===== src/rtl/ccff_chain_loader_pkg.sv =====
// ----------------------------------------------------------------------------
// ccff_loader_pkg
//   Shared types and helpers for the configuration-chain loader.
//   - ccff_state_e : loader FSM state encoding
//   - CCFF_WORDS   : bitstream words needed to fill a chain (ceil divide)
// ----------------------------------------------------------------------------
package ccff_loader_pkg;

   typedef enum logic [1:0] {
      ST_IDLE      = 2'd0,
      ST_WAIT_WORD = 2'd1,
      ST_SHIFT     = 2'd2,
      ST_DONE      = 2'd3
   } ccff_state_e;

   function automatic int unsigned CCFF_WORDS(input int unsigned chain_len,
                                              input int unsigned word_w);
      return (chain_len + word_w - 1) / word_w;
   endfunction

endpackage


===== src/rtl/ccff_chain_loader_rb_packer.sv =====
// ----------------------------------------------------------------------------
// ccff_rb_packer
//   Serial-to-word packer for configuration-chain readback. Bits arrive
//   LSB-first, one per i_sample cycle. A full word, or a partial word marked
//   with i_flush, is presented on o_data with a one-cycle o_valid pulse;
//   unfilled high bits of a flushed word are zero.
//
// Ports:
//   i_clk    in   clock, rising edge
//   i_rst_n  in   asynchronous active-low reset
//   i_clear  in   drop any partially packed word (start of a new load)
//   i_sample in   i_bit is valid this cycle
//   i_bit    in   serial readback bit
//   i_flush  in   this sample is the final one; emit even if word not full
//   o_data   out  packed word (WORD_W bits), held until the next word
//   o_valid  out  one-cycle pulse per emitted word
// ----------------------------------------------------------------------------
module ccff_rb_packer
   import ccff_loader_pkg::*;
#(
   parameter int unsigned WORD_W = 32
) (
   input  logic              i_clk,
   input  logic              i_rst_n,
   input  logic              i_clear,
   input  logic              i_sample,
   input  logic              i_bit,
   input  logic              i_flush,
   output logic [WORD_W-1:0] o_data,
   output logic              o_valid
);

   localparam int unsigned     WB_W      = $clog2(WORD_W);
   localparam logic [WB_W-1:0] LAST_WBIT = WB_W'(WORD_W - 1);

   logic [WORD_W-1:0] r_acc;
   logic [WB_W-1:0]   r_cnt;
   logic [WORD_W-1:0] r_data;
   logic              r_valid;
   logic [WORD_W-1:0] w_acc_next;

   // r_acc is always zero above r_cnt, so a flushed word is zero-padded
   always_comb begin
      w_acc_next        = r_acc;
      w_acc_next[r_cnt] = i_bit;
   end

   always_ff @(posedge i_clk or negedge i_rst_n) begin
      if (!i_rst_n) begin
         r_acc   <= '0;
         r_cnt   <= '0;
         r_data  <= '0;
         r_valid <= 1'b0;
      end else begin
         r_valid <= 1'b0;
         if (i_clear) begin
            r_acc <= '0;
            r_cnt <= '0;
         end else if (i_sample) begin
            if ((r_cnt == LAST_WBIT) || i_flush) begin
               r_data  <= w_acc_next;
               r_valid <= 1'b1;
               r_acc   <= '0;
               r_cnt   <= '0;
            end else begin
               r_acc <= w_acc_next;
               r_cnt <= r_cnt + WB_W'(1);
            end
         end
      end
   end

   assign o_data  = r_data;
   assign o_valid = r_valid;

endmodule


===== src/rtl/ccff_chain_loader.sv =====
// ----------------------------------------------------------------------------
// ccff_chain_loader
//   Drives the fabric configuration chain (ccff_head -> ... -> ccff_tail) from
//   a valid/ready bitstream source. Serializes exactly CHAIN_LEN bits, LSB of
//   each word first, gates fabric shifting with ccff_shift_en and holds the
//   IO tiles isolated until a load completes.
//
// Build option:
//   CCFF_READBACK_EN  when defined, the previous chain contents coming out of
//                     ccff_tail are packed into words on rb_data/rb_valid.
//                     When undefined, rb_* ports and the packer are absent.
//
// Ports:
//   prog_clk       in   programming clock, rising edge
//   prog_reset_n   in   asynchronous active-low reset
//   start          in   begin a load (honoured only when idle)
//   abort          in   cancel a load in progress
//   bs_data        in   bitstream word, bit 0 shifted first
//   bs_valid       in   bs_data valid
//   bs_ready       out  loader accepts a word this cycle
//   ccff_head      out  serial bit into the chain head
//   ccff_shift_en  out  fabric clock-gate enable; chain shifts when 1
//   ccff_tail      in   serial bit from the chain tail (readback only)
//   IO_ISOL_N      out  IO isolation, 0 = isolated
//   busy           out  load in progress
//   done           out  one-cycle pulse on successful completion
//   rb_data        out  readback word (CCFF_READBACK_EN)
//   rb_valid       out  readback word valid pulse (CCFF_READBACK_EN)
// ----------------------------------------------------------------------------
module ccff_chain_loader
   import ccff_loader_pkg::*;
#(
   parameter int unsigned CHAIN_LEN = 20,
   parameter int unsigned WORD_W    = 32
) (
   input  logic              prog_clk,
   input  logic              prog_reset_n,
   input  logic              start,
   input  logic              abort,
   input  logic [WORD_W-1:0] bs_data,
   input  logic              bs_valid,
   output logic              bs_ready,
   output logic              ccff_head,
   output logic              ccff_shift_en,
   input  logic              ccff_tail,
   output logic              IO_ISOL_N,
   output logic              busy,
   output logic              done
`ifdef CCFF_READBACK_EN
   ,
   output logic [WORD_W-1:0] rb_data,
   output logic              rb_valid
`endif
);

   localparam int unsigned     BC_W      = $clog2(CHAIN_LEN + 1);
   localparam int unsigned     WB_W      = $clog2(WORD_W);
   localparam logic [BC_W-1:0] LAST_BIT  = BC_W'(CHAIN_LEN - 1);
   localparam logic [WB_W-1:0] LAST_WBIT = WB_W'(WORD_W - 1);

   ccff_state_e       r_state;
   logic [WORD_W-1:0] r_sreg;
   logic [BC_W-1:0]   r_bit_cnt;
   logic [WB_W-1:0]   r_wbit_cnt;
   logic              r_bs_ready;
   logic              r_head;
   logic              r_shift_en;
   logic              r_isol_n;
   logic              r_busy;
   logic              r_done;

   logic              w_abort;
   logic              w_accept;
   logic              w_issue;
   logic              w_issue_bit;
   logic              w_last_chain;
   logic              w_last_word;
   logic [WORD_W-1:0] w_sreg_next;

   // The accepting edge already drives bit 0 onto ccff_head, so the first
   // shift cycle directly follows the handshake; later bits come from r_sreg.
   always_comb begin
      w_abort      = abort && (r_state != ST_IDLE);
      w_accept     = (r_state == ST_WAIT_WORD) && r_bs_ready && bs_valid && !abort;
      w_issue      = w_accept || ((r_state == ST_SHIFT) && !abort);
      w_issue_bit  = w_accept ? bs_data[0] : r_sreg[0];
      w_sreg_next  = w_accept ? (bs_data >> 1) : (r_sreg >> 1);
      w_last_chain = (r_bit_cnt == LAST_BIT);
      w_last_word  = (r_wbit_cnt == LAST_WBIT);
   end

   always_ff @(posedge prog_clk or negedge prog_reset_n) begin
      if (!prog_reset_n) begin
         r_state    <= ST_IDLE;
         r_sreg     <= '0;
         r_bit_cnt  <= '0;
         r_wbit_cnt <= '0;
         r_bs_ready <= 1'b0;
         r_head     <= 1'b0;
         r_shift_en <= 1'b0;
         r_isol_n   <= 1'b0;
         r_busy     <= 1'b0;
         r_done     <= 1'b0;
      end else begin
         r_done <= 1'b0;
         if (w_abort) begin
            // IO stays isolated: the chain holds a partial configuration
            r_state    <= ST_IDLE;
            r_busy     <= 1'b0;
            r_bs_ready <= 1'b0;
            r_shift_en <= 1'b0;
            r_head     <= 1'b0;
         end else if (w_issue) begin
            r_head     <= w_issue_bit;
            r_shift_en <= 1'b1;
            r_bs_ready <= 1'b0;
            r_sreg     <= w_sreg_next;
            r_bit_cnt  <= r_bit_cnt + BC_W'(1);
            if (w_last_chain || w_last_word) begin
               r_wbit_cnt <= '0;
            end else begin
               r_wbit_cnt <= r_wbit_cnt + WB_W'(1);
            end
            // Chain end wins over word end: spare high bits are dropped
            if (w_last_chain) begin
               r_state <= ST_DONE;
            end else if (w_last_word) begin
               r_state <= ST_WAIT_WORD;
            end else begin
               r_state <= ST_SHIFT;
            end
         end else begin
            case (r_state)
               ST_IDLE: begin
                  r_shift_en <= 1'b0;
                  r_head     <= 1'b0;
                  if (start) begin
                     r_busy     <= 1'b1;
                     r_isol_n   <= 1'b0;
                     r_bit_cnt  <= '0;
                     r_wbit_cnt <= '0;
                     r_bs_ready <= 1'b1;
                     r_state    <= ST_WAIT_WORD;
                  end
               end
               ST_WAIT_WORD: begin
                  // Entered from a word's last bit with ready low; raising it
                  // here gives the single bubble cycle between words.
                  r_shift_en <= 1'b0;
                  r_head     <= 1'b0;
                  r_bs_ready <= 1'b1;
               end
               ST_DONE: begin
                  r_shift_en <= 1'b0;
                  r_head     <= 1'b0;
                  r_done     <= 1'b1;
                  r_isol_n   <= 1'b1;
                  r_busy     <= 1'b0;
                  r_state    <= ST_IDLE;
               end
               default: begin
                  r_state <= ST_IDLE;
               end
            endcase
         end
      end
   end

   assign bs_ready      = r_bs_ready;
   assign ccff_head     = r_head;
   assign ccff_shift_en = r_shift_en;
   assign IO_ISOL_N     = r_isol_n;
   assign busy          = r_busy;
   assign done          = r_done;

`ifdef CCFF_READBACK_EN
   logic w_rb_clear;
   logic w_rb_flush;

   // The DONE cycle is the last shift cycle, so its sample closes the word
   assign w_rb_clear = (r_state == ST_IDLE) && start;
   assign w_rb_flush = (r_state == ST_DONE) && !abort;

   ccff_rb_packer #(
      .WORD_W (WORD_W)
   ) u_rb_packer (
      .i_clk    (prog_clk),
      .i_rst_n  (prog_reset_n),
      .i_clear  (w_rb_clear),
      .i_sample (r_shift_en),
      .i_bit    (ccff_tail),
      .i_flush  (w_rb_flush),
      .o_data   (rb_data),
      .o_valid  (rb_valid)
   );
`else
   logic w_unused_tail;
   assign w_unused_tail = ccff_tail;
`endif

endmodule


===== config.mk =====
export PLATFORM = sky130hd
export DESIGN_NAME = ccff_chain_loader
export DESIGN_NICKNAME = d
export VERILOG_FILES = /design/src/rtl/ccff_chain_loader_pkg.sv /design/src/rtl/ccff_chain_loader_rb_packer.sv /design/src/rtl/ccff_chain_loader.sv
export SDC_FILE = /design/constraint.sdc
export NUM_CORES = 1
export LEC_CHECK = 0
export BUFFER_PORTS_ARGS = -buffer_cell sky130_fd_sc_hd__buf_4
export CAP_MARGIN = 40
export CORE_MARGIN = 2
export CORE_UTILIZATION = 26
export DETAILED_ROUTE_END_ITERATION = 10
export PLACE_DENSITY_LB_ADDON = 0.25
export SLEW_MARGIN = 5
export SYNTH_ARGS = -nofsm -noshare
export SYNTH_HDL_FRONTEND = slang
export SYNTH_HIERARCHICAL = 1
export SYNTH_SLANG_ARGS = --single-unit

===== constraint.sdc =====
create_clock -name prog_clk -period 2.03 [get_ports prog_clk]
set_input_delay 0.203 -clock prog_clk [delete_from_list [all_inputs] [get_ports prog_clk]]
set_output_delay 0.203 -clock prog_clk [all_outputs]
set_load 0.01 [all_outputs]

==> summary.md, run 1 <==
| Metric | Value |
|---|---|
| Status | `completed` |
| Antenna diode count | `0` |
| Number of global-route vias before repair | `between 1,500 and 2,000` |
| Clock root buffer | `clkbuf_8` |
| DRT Wirelength | `around 4.8 mm` |
| Dpl ws | `252 ps` |
| Synth Area in Simple Gates | `13.0%` |
| R2R cell count | `7` |
| XOR/XNOR share of the synthesized area | `less than 1%` |
| Initial core utilization | `26.7%` |
| Gr usage total | `9.89%` |
| # Max-Cap Violations | `0` |
| Placer Congestion | `0.802` |
| Largest family of logic cells by synthesized area | `compound AO/OA/AOI/OAI gates` |
| Post-DRT Antenna Nets | `0` |
| Hpwl dp | `3.37 mm` |
| Endpoint type of the worst setup path | `register` |
| WS Path Type | `register to register` |
| Crit path cell chain | `inv_1 -> ha_1 -> nand4b_4 -> buf_4 -> a21oi_1 -> o21ai_0 -> o21ai_0` |
| DRC | `0` |
| Least-Margin Pin Slew | `630 ps` |
| Number of cells on the critical path | `7` |
| Clk_skew | `8.71 ps` |
| Vias | `1,810` |
| Min-Delay Path Depth | `3` |
| PwrDens | `1210 nW/um2` |
| Nets | `between 300 and 400` |
| Share of cells above drive strength 1 | `22.3%` |
| Maximum level of the CTS H-tree | `2` |
| Seq cells post-synth | `just under 50` |
| Compound-Gate Fraction of Synth Area | `14.2%` |
| PortBufs | `42` |
| Ys flop type | `dfrtp_1` |
| Grt total ovfl | `0` |
| Cells after Synth | `between 200 and 250` |
| CTS tree | `done` |
| Post-synth top area cell | `dfrtp_1` |
| DIE AREA | `~10,000 um2` |
| Reg-to-Reg End | `r_bit_cnt[2]` |
| CTS Sinks | `49` |
| Buffer count from post-CTS setup fixing | `0` |
| FFs w/ async S/R, synth | `100%` |
| DRT iter0 DRCs | `44` |
| Post-synth EDFFs | `0` |
| Arrival @ worst endpoint | `1970 ps` |
| Clk_lat worst skew | `300 ps` |
| Register area share after synthesis | `50.0%` |
| CP Max Fanout | `40` |
| TritonRoute pass-1 iters | `4` |
| Commonest cells in the netlist | `dfrtp_1, a21oi_1, nor2_1` |
| Syn. warnings | `6` |
| Hold Path Sink | `r_sreg[19]` |
| Total CTS buffers | `5` |
| Worst min-delay path class | `primary input to register` |
| Fraction of synthesized area in multiplexers | `13.6%` |
| Netlist cell types | `31` |
| Leakage | `between 1.5 and 2 nW` |
| HP Start | `bs_data[20]` |
| Worst-path clk slew | `100 ps` |
| RSZ-0062 raised after global routing | `no` |
| CP Buf/Inv Count | `2` |
| Top cells by area, synth | `dfrtp_1, mux2i_1, a21oi_1, nor2_1, ha_1` |
| Peak VDD IR | `about 0.3 mV` |
| Final Setup Violations | `0` |
| Vias per cell | `about 4.6` |
| Post-route clock period utilization | `87.9%` |
| Hold Vio Cnt, Final | `0` |
| Adder-Cell Fraction of Synth Area | `4.59%` |
| WL/cell | `approximately 12 um` |
| Area grow syn2layout | `22.0%` |
| CP max-delay cell | `dfrtp_1` |
| Chip Width | `101 um` |
| CTS Buffer Depth | `2` |
| Top-count cell post-synth | `dfrtp_1` |
| Initial antenna violation count | `0` |
| Flop2flop setup slack | `250 ps` |
| Syn_nets | `287` |
| Syn Std Cell Area | `2450 um2` |
| Fmax | `560 MHz` |
| CP most frequent cell | `o21ai_0` |
| Top-area cell type share of the netlist area | `between 50% and 60%` |
| Critical path launch point type | `register` |
| Cell row count | `35` |
| CP top delay family | `buffers and inverters` |
| IO Count | `44` |
| Tmin final | `1780 ps` |
| Slew headroom | `slightly below 60%` |
| Syn_area_per_cell | `10.2 um2` |
| Largest net degree at the start of global routing | `50` |
| Setup total negative slack | `0 ps` |
| CP required | `2220 ps` |
| DIE HEIGHT | `101 um` |
| Setup WS post-layout | `between 200 and 250 ps` |
| Core Box Area | `9200 um2` |
| Critical R2R Launch | `r_state[1]` |
| Worst path max stage delay | `420 ps` |
| Max Slew Vio Count | `0` |
| First-pass GRT wire length | `about 8.1 mm` |
==> per-layer routing <==
| layer | vias up | global-route usage (%) | wire [um] |
|---|---|---|---|
| met4 | 0 | 3.12 | 55 |
| li1 | 915 | - | - |
| met3 | 5 | 2.36 | 186 |
| met1 | 858 | 13.0 | 2290 |
| met5 | - | 0 | 0 |
| met2 | 32 | 16.1 | 2260 |
==> tightest hold or removal path, delay by kind of cell <==
| family | cells | cell delay [ps] |
|---|---|---|
| AO/OA/AOI/OAI | 1 | 100 |
| buffers and inverters | 1 | 80 |
| AND/OR/NAND/NOR | 1 | 30 |
==> layout make-up <==
class,instances,area [um2]
Clock inverter,3,46.3
Inverter,7,26.3
Sequential cell,49,1230
Timing Repair Buffer,48,363
Multi-Input combinational cell,171,1120
Tap cell,111,139
Clock buffer,5,68.8
Fill cell,974,6200
==> worst max path at each step <==
stage | from | endpoint | slack [ps]
floorplan | r_state[0] | r_bit_cnt[3] | 390
global placement | r_state[1] | r_bit_cnt[2] | 260
detailed placement | r_state[0] | r_sreg[15] | 250
CTS | r_state[0] | r_sreg[15] | 240
global route | r_state[0] | r_sreg[15] | 100
finish | r_state[1] | r_bit_cnt[2] | 250
==> kinds of logic after synthesis <==
family | count (synthesis)
flops | 49
fa+ha+maj | 9
mux | 33
buf+inv | 20
xor+xnor | 1
simple gates | 68
compound gates | 60
==> sequential cells by signal, indices dropped and copies added, names as in the netlist <==
name           cells
ccff_shift_en      1
busy               1
bs_ready           1
ccff_head          1
done               1
r_state            2
r_bit_cnt          5
IO_ISOL_N          1
r_sreg            31
r_wbit_cnt         5
==> layout by cell type (no fill, tap or decap) <==
cell type | Yosys | layout
nor2_1 | 36 | 36
clkbuf_8 | 0 | 5
clkinvlp_4 | 0 | 1
o21ai_0 | 10 | 10
a21oi_1 | 39 | 39
buf_4 | 3 | 47
dlygate4sd3_1 | 0 | 1
a21bo_2 | 1 | 1
or3_1 | 1 | 1
and4bb_2 | 1 | 1
and2_1 | 1 | 1
nand2b_2 | 0 | 1
a22o_1 | 4 | 4
bufinv_16 | 0 | 1
xor2_1 | 1 | 1
a21o_1 | 1 | 1
mux2i_1 | 31 | 31
nand2b_1 | 2 | 1
nand4b_4 | 1 | 1
dfrtp_1 | 49 | 49
clkinv_4 | 0 | 1
nand3_1 | 8 | 8
o22a_1 | 1 | 1
nand4b_1 | 1 | 1
mux2_2 | 2 | 2
and3_1 | 2 | 2
inv_1 | 7 | 7
a2bb2oi_1 | 1 | 1
ha_1 | 9 | 9
a211oi_4 | 1 | 1
and2_4 | 1 | 1
nand2_1 | 14 | 14
a31oi_1 | 2 | 2
==> power by group <==
part           switching [mW]  total [mW]  leakage, nW  internal, mW
logic                   0.626        1.26        0.930         0.638
registers               0.250        1.64        0.590          1.39
clock network           0.346       0.716       0.0543         0.369
==> timing repair <==
action | in CTS | in global routing
resized for setup | 0 | 0
endpoints found under the hold margin | 49 | 0
setup endpoints to repair | 0 | 0
hold buffers | 1 | 0
==> metrics by stage <==
stage          hold WS [ps]  util [%]  instances  instance area (um2)  power (mW)
2_1_floorplan         -92.6         -        240                 2450        2.58
3_3_place_gp            276      31.2        385                 2870        2.92
3_5_place_dp            280      31.2        385                 2870        2.95
4_1_cts                 133      32.5        394                 2990        3.67
5_1_grt                 141      32.5        394                 2990        3.91
6_report                141      32.5        394                 2990        3.61
No activity file was read; power rests on OpenSTA's default activity.
==> run 2: changes to the inputs <==
--- a/config.mk
+++ b/config.mk
@@ -6,11 +6,11 @@
 export NUM_CORES = 1
 export LEC_CHECK = 0
 export BUFFER_PORTS_ARGS = -buffer_cell sky130_fd_sc_hd__buf_4
-export CAP_MARGIN = 40
 export CORE_MARGIN = 2
-export CORE_UTILIZATION = 26
+export CORE_UTILIZATION = 55
 export DETAILED_ROUTE_END_ITERATION = 10
 export PLACE_DENSITY_LB_ADDON = 0.25
+export RECOVER_POWER = 100
 export SLEW_MARGIN = 5
 export SYNTH_ARGS = -nofsm -noshare
 export SYNTH_HDL_FRONTEND = slang
==> run 2 against run 1 <==
Compared with the run above:
- count of clock-buffer cells in the layout rose by 2
- maximum frequency decreased by 1.4%
- utilization grew 34 points
- die area fell by 51%
==> summary.md, run 2 (synthesis gave the netlist of run 1 again) <==
| Metric | Value |
|---|---|
| Status | `completed` |
| Setup WS post-layout | `221 ps (-25.2 ps)` |
| Clock root buffer | `clkbuf_8` |
| Cell row count | `24 (-31%)` |
| Post-DRT Antenna Nets | `0 (unchanged)` |
| WL/cell | `12.4 um (+2.3%)` |
| CTS tree | `done` |
| Grt total ovfl | `0 (unchanged)` |
| Post-route clock period utilization | `89.1% (+1.2 points)` |
| Core Box Area | `4320 um2 (-53%)` |
| DRT Wirelength | `4.15 mm (-13%)` |
| Clock network power share | `17.7% (-2.1 points)` |
| Setup total negative slack | `0 ps (unchanged)` |
| Initial core utilization | `56.7% (+30 points)` |
| Dpl ws | `292 ps (+39.1 ps)` |
| Slew headroom | `22.5% (-35 points)` |
| DRC | `0 (unchanged)` |
| Most common cell after layout, fill and taps aside | `dfrtp_1` |
| # Max-Cap Violations | `0 (unchanged)` |
| Finished Core Util | `66.3% (+34 points)` |
| Sequential share of power | `47.5% (+2.3 points)` |
| Arrival @ worst endpoint | `1960 ps (about the same)` |
| Min-Delay Path Depth | `3 (unchanged)` |
| Worst min-delay path class | `primary input to register` |
| Top reg by flops | `r_sreg` |
| Power Internal | `2.28 mW (-4.5%)` |
| Final Setup Violations | `0 (unchanged)` |
| PwrDens | `1210 nW/um2 (about the same)` |
| DP Area | `2800 um2 (-2.4%)` |
| Clk_skew | `9.62 ps (+0.906 ps)` |
| Total power draw | `3.46 mW (-4.2%)` |
| CP required | `2180 ps (-40 ps)` |
| Largest net degree at the start of global routing | `65 (+30%)` |
| DIE AREA | `5010 um2 (-51%)` |
| Chip Width | `70.8 um (-30%)` |
| Endpoint type of the worst setup path | `register` |
| Commonest non-fill, non-tap cells in the layout | `dfrtp_1, a21oi_1, buf_4` |
| WS Path Type | `register to register` |
| R2R cell count | `6 (-1)` |
| Vias per cell | `5.26 (+15%)` |
| Max reg flops | `31 (unchanged)` |
| DRT iter0 DRCs | `75 (+70%)` |
| Combinational group share of total power | `34.8% (about the same)` |
| Gr usage total | `17.4% (+7.5 points)` |
| Antenna diode count | `0 (unchanged)` |
| IO Count | `44 (unchanged)` |
| Area grow syn2layout | `16.8%` |
| Initial antenna violation count | `0 (unchanged)` |
| Clk_lat worst skew | `300 ps (about the same)` |
| Top flop regs | `r_sreg (31), r_bit_cnt (5), r_wbit_cnt (5)` |
| Tmin final | `1810 ps (+25.2 ps)` |
| DP Cell Count | `325 (-16%)` |
| DIE HEIGHT | `70.8 um (-30%)` |
| Maximum level of the CTS H-tree | `2 (unchanged)` |
| TritonRoute pass-1 iters | `4 (unchanged)` |
| CP Max Fanout | `16 (-60%)` |
| Hold WS | `150 ps (+9.23 ps)` |
| Critical path launch point type | `register` |
| Share of cells above drive strength 1 | `19.9% (-2.4 points)` |
| First-pass GRT wire length | `6.98 mm (-14%)` |
| Peak VDD IR | `0.836 mV (+180%)` |
| Total CTS buffers | `5 (unchanged)` |
| Final instance area | `2870 um2 (-4.3%)` |
| Hold Vio Cnt, Final | `0 (unchanged)` |
| Hpwl dp | `2.89 mm (-14%)` |
| CTS Buffer Depth | `2 (unchanged)` |
| Max Slew Vio Count | `0 (unchanged)` |
| Sw Ratio | `34.0% (+0.23 points)` |
| Least-Margin Pin Slew | `1160 ps (+532 ps)` |
| Nets | `328 (-0.30%)` |
| NetSw | `1.18 mW (-3.5%)` |
| Vias | `1,757 (-2.9%)` |
| Number of global-route vias before repair | `1,600 (-11%)` |
| Worst-path clk slew | `90 ps (about the same)` |
| Placer Congestion | `0.829 (+3.3%)` |
| RSZ-0062 raised after global routing | `no` |
| CTS Sinks | `49 (unchanged)` |
| Leakage | `1.55 nW (-1.9%)` |
| Fmax | `553 MHz (-1.4%)` |
| PortBufs | `42 (unchanged)` |
| Fin cells | `334 (-15%)` |
run 2: final timing paths:
| path | startpoint | to | slack, ps |
|---|---|---|---|
| setup / recovery | r_state[0] | r_sreg[19] | 220 |
| hold / removal | bs_data[28] | r_sreg[27] | 150 |
| setup reg to reg | r_state[0] | r_sreg[19] | 220 |
| hold reg to reg | IO_ISOL_N | IO_ISOL_N | 510 |
| max in group asynchronous | prog_reset_n | r_sreg[4] | 650 |
| min in group asynchronous | prog_reset_n | busy | 670 |
run 2: cell type report:
type,count,area [um2]
fill,379,1460
timing repair buffer,47,330
multi-input combinational,171,1120
tap,52,65.1
inverter,7,26.3
clock inverter,1,5.00
clock buffer,7,96.3
sequential,49,1230
run 2: metal layers:
layer	vias up	GRT usage, %	routed length [um]
li1	913	-	-
met1	810	23.5	2020
met2	29	28.1	1930
met3	5	4.56	158
met4	0	5.03	43
met5	-	0	0
run 2: power by group through the flow:
stage               logic [mW]  clock network, mW  registers, mW
finish                    1.21              0.613           1.64
global route              1.35              0.679           1.70
CTS                       1.27              0.636           1.64
detailed placement        1.27                  0           1.66
global placement          1.23                  0           1.64
floorplan                0.965                  0           1.62
run 2: worst max-delay path, stage by stage, from the launching register on:
cell and delay, ps:
dfrtp_1 430, inv_1 110, ha_1 260, nand2b_2 180, clkbuf_4 340, mux2i_1 250
a21oi_1 90
run 2: what timing repair did:
action | CTS | global route
hold buffers | 1 | 0
resized for setup | 0 | 0
buffers inserted | 0 | 0
endpoints found under the hold margin | 49 | 0
==> run 3: changes to the inputs <==
--- a/config.mk
+++ b/config.mk
@@ -6,7 +6,7 @@
 export NUM_CORES = 1
 export LEC_CHECK = 0
 export BUFFER_PORTS_ARGS = -buffer_cell sky130_fd_sc_hd__buf_4
-export CORE_MARGIN = 2
+export CORE_MARGIN = 1.5
 export CORE_UTILIZATION = 55
 export DETAILED_ROUTE_END_ITERATION = 10
 export PLACE_DENSITY_LB_ADDON = 0.25
==> run 3 against run 2 <==
Compared with the run above:
- sequential power is essentially flat
- non-clock buffer count shrank 1
- routed wire length increased by 0.19%
- first-iteration DRC count decreased by 11%
- global-route usage up 0.58 points
- critical endpoint is now r_wbit_cnt[2]
- largest power group unchanged
- highest routed layer unchanged
==> summary.md, run 3 (synthesis gave the netlist of run 1 again) <==
| Metric | Value |
|---|---|
| Max Slew Vio Count | `0 (unchanged)` |
| Endpoint type of the worst setup path | `register` |
| Area grow syn2layout | `17.7%` |
| Leakage | `1.55 nW (+0.41%)` |
| Post-DRT Antenna Nets | `0 (unchanged)` |
| Buffer count from post-CTS setup fixing | `0 (unchanged)` |
| # Max-Cap Violations | `0 (unchanged)` |
| Maximum level of the CTS H-tree | `2 (unchanged)` |
| WL/cell | `12.5 um (+0.49%)` |
| Nets | `327 (-0.30%)` |
| Top reg by flops | `r_sreg` |
| CP required | `2250 ps (+70 ps)` |
| Initial core utilization | `56.7% (unchanged)` |
| CP max-delay cell | `a211oi_2` |
| CP Buf/Inv Count | `1 (-1)` |
| WS Path Type | `register to register` |
| Area of the multi-input gates | `1120 um2 (unchanged)` |
| Fin cells | `333 (-0.30%)` |
| Total CTS buffers | `5 (unchanged)` |
| CP top delay family | `compound AO/OA/AOI/OAI gates` |
| Grt total ovfl | `0 (unchanged)` |
| Peak VDD IR | `0.574 mV (-31%)` |
| TritonRoute pass-1 iters | `4 (unchanged)` |
| DP Cell Count | `324 (-0.31%)` |
| Setup WS post-layout | `218 ps (-2.71 ps)` |
| Setup total negative slack | `0 ps (unchanged)` |
| Crit path cell chain | `inv_1 -> ha_1 -> nand2b_2 -> a211oi_2 -> a21oi_1 -> a31oi_1` |
| Top flop regs | `r_sreg (31), r_bit_cnt (5), r_wbit_cnt (5)` |
| Worst path max stage delay | `480 ps (+50 ps)` |
| Fmax | `552 MHz (-0.15%)` |
| Commonest non-fill, non-tap cells in the layout | `dfrtp_1, a21oi_1, buf_4` |
| Flop2flop setup slack | `220 ps (about the same)` |
| Antenna diode count | `0 (unchanged)` |
| Worst min-delay path class | `primary input to register` |
| Clk_skew | `5.62 ps (-4.00 ps)` |
| Post-route clock period utilization | `89.3% (+0.13 points)` |
| Hold Buf Count CTS | `1 (unchanged)` |
| Chip Width | `69.8 um (-1.4%)` |
| Slew headroom | `22.6% (+0.023 points)` |
| Gr usage total | `18.0% (+0.58 points)` |
| CTS Sinks | `49 (unchanged)` |
| Vias | `1,769 (+0.68%)` |
| IO Count | `44 (unchanged)` |
| Most common cell after layout, fill and taps aside | `dfrtp_1` |
| DRC | `0 (unchanged)` |
| Placer Congestion | `0.820 (-1.0%)` |
| First-pass GRT wire length | `6.98 mm (-0.10%)` |
| Share of cells above drive strength 1 | `19.2% (-0.64 points)` |
| Vias per cell | `5.31 (+0.99%)` |
| Hold Vio Cnt, Final | `0 (unchanged)` |
| RSZ-0062 raised after global routing | `no` |
| Dpl ws | `297 ps (+5.45 ps)` |
| Clk_lat worst skew | `290 ps (about the same)` |
| Number of global-route vias before repair | `1,592 (-0.50%)` |
| Core Box Area | `4320 um2 (unchanged)` |
| DRT iter0 DRCs | `67 (-11%)` |
| Sequential Area | `1230 um2 (unchanged)` |
| DIE AREA | `4870 um2 (-2.8%)` |
| PortBufs | `42 (unchanged)` |
| Max reg flops | `31 (unchanged)` |
| Finished Core Util | `66.7% (+0.46 points)` |
| CTS Buffer Depth | `2 (unchanged)` |
| CTS tree | `done` |
| Hpwl dp | `2.86 mm (-0.95%)` |
| Least-Margin Pin Slew | `1160 ps (-0.351 ps)` |
| Final Setup Violations | `0 (unchanged)` |
| Arrival @ worst endpoint | `2040 ps (+80 ps)` |
| Initial antenna violation count | `0 (unchanged)` |
| Tmin final | `1810 ps (+2.71 ps)` |
| Cts repair resizes | `0 (unchanged)` |
| Worst-path clk slew | `90 ps (about the same)` |
| PwrDens | `1230 nW/um2 (+2.0%)` |
| Critical path launch point type | `register` |
| Largest net degree at the start of global routing | `65 (unchanged)` |
| DRT Wirelength | `4.16 mm (+0.19%)` |
| Layout fillers | `387 (+2.1%)` |
| Clock root buffer | `clkbuf_8` |
| DIE HEIGHT | `69.8 um (-1.4%)` |
| CP Max Fanout | `7 (-9)` |
| Cell row count | `24 (unchanged)` |
| Status | `completed` |
## run 3: cell types whose count changed in the layout (fill, tap and decap cells not counted), sizes merged
cell / before / now
bufinv: 0 / 1
clkbuf: 15 / 14
clkinv: 1 / 0
## run 3: routing by layer
layer / GRT usage (%) / vias to the layer above / routed length, um
li1: - / 914 / -
met1: 23.7 / 818 / 1970
met2: 29.1 / 32 / 1980
met3: 4.51 / 5 / 150
met4: 6.41 / 0 / 62
met5: 0 / - / 0
## run 3: path summary, 6_finish.rpt
path	from	endpoint	depth (start not counted)
hold reg to reg	ccff_shift_en	ccff_shift_en	2
max in group asynchronous	prog_reset_n	r_sreg[27]	2
hold / removal	bs_data[9]	r_sreg[8]	3
min in group asynchronous	prog_reset_n	done	2
setup / recovery	r_state[0]	r_wbit_cnt[2]	6
setup reg to reg	r_state[0]	r_wbit_cnt[2]	6
## run 3: where the power goes
part / switching [mW] / internal, mW / total [mW]
sequential: 0.251 / 1.39 / 1.64
clock: 0.307 / 0.402 / 0.709
combinational: 0.617 / 0.593 / 1.21
## run 3: metrics by stage
step           power (mW)  hold slack, ps  cell area, um2
3_3_place_gp         2.87             254            2790
5_1_grt              3.83             143            2890
6_report             3.56             153            2890
3_5_place_dp         2.92             257            2790
4_1_cts              3.64             144            2920
2_1_floorplan        2.58           -92.6            2450
## run 3: final cells by class
class                      count  share of cell area (%)
clock buffer                   7                    2.99
clock inverter                 1                    1.04
inverter                       7                   0.911
multi-input combinational    171                    38.7
sequential                    49                    42.5
tap                           52                    2.25
timing repair buffer          46                    11.6
## run 3: tightest hold or removal path: stages
cell and delay (ps):
buf_4 80, nor2_1 30, a21oi_1 100
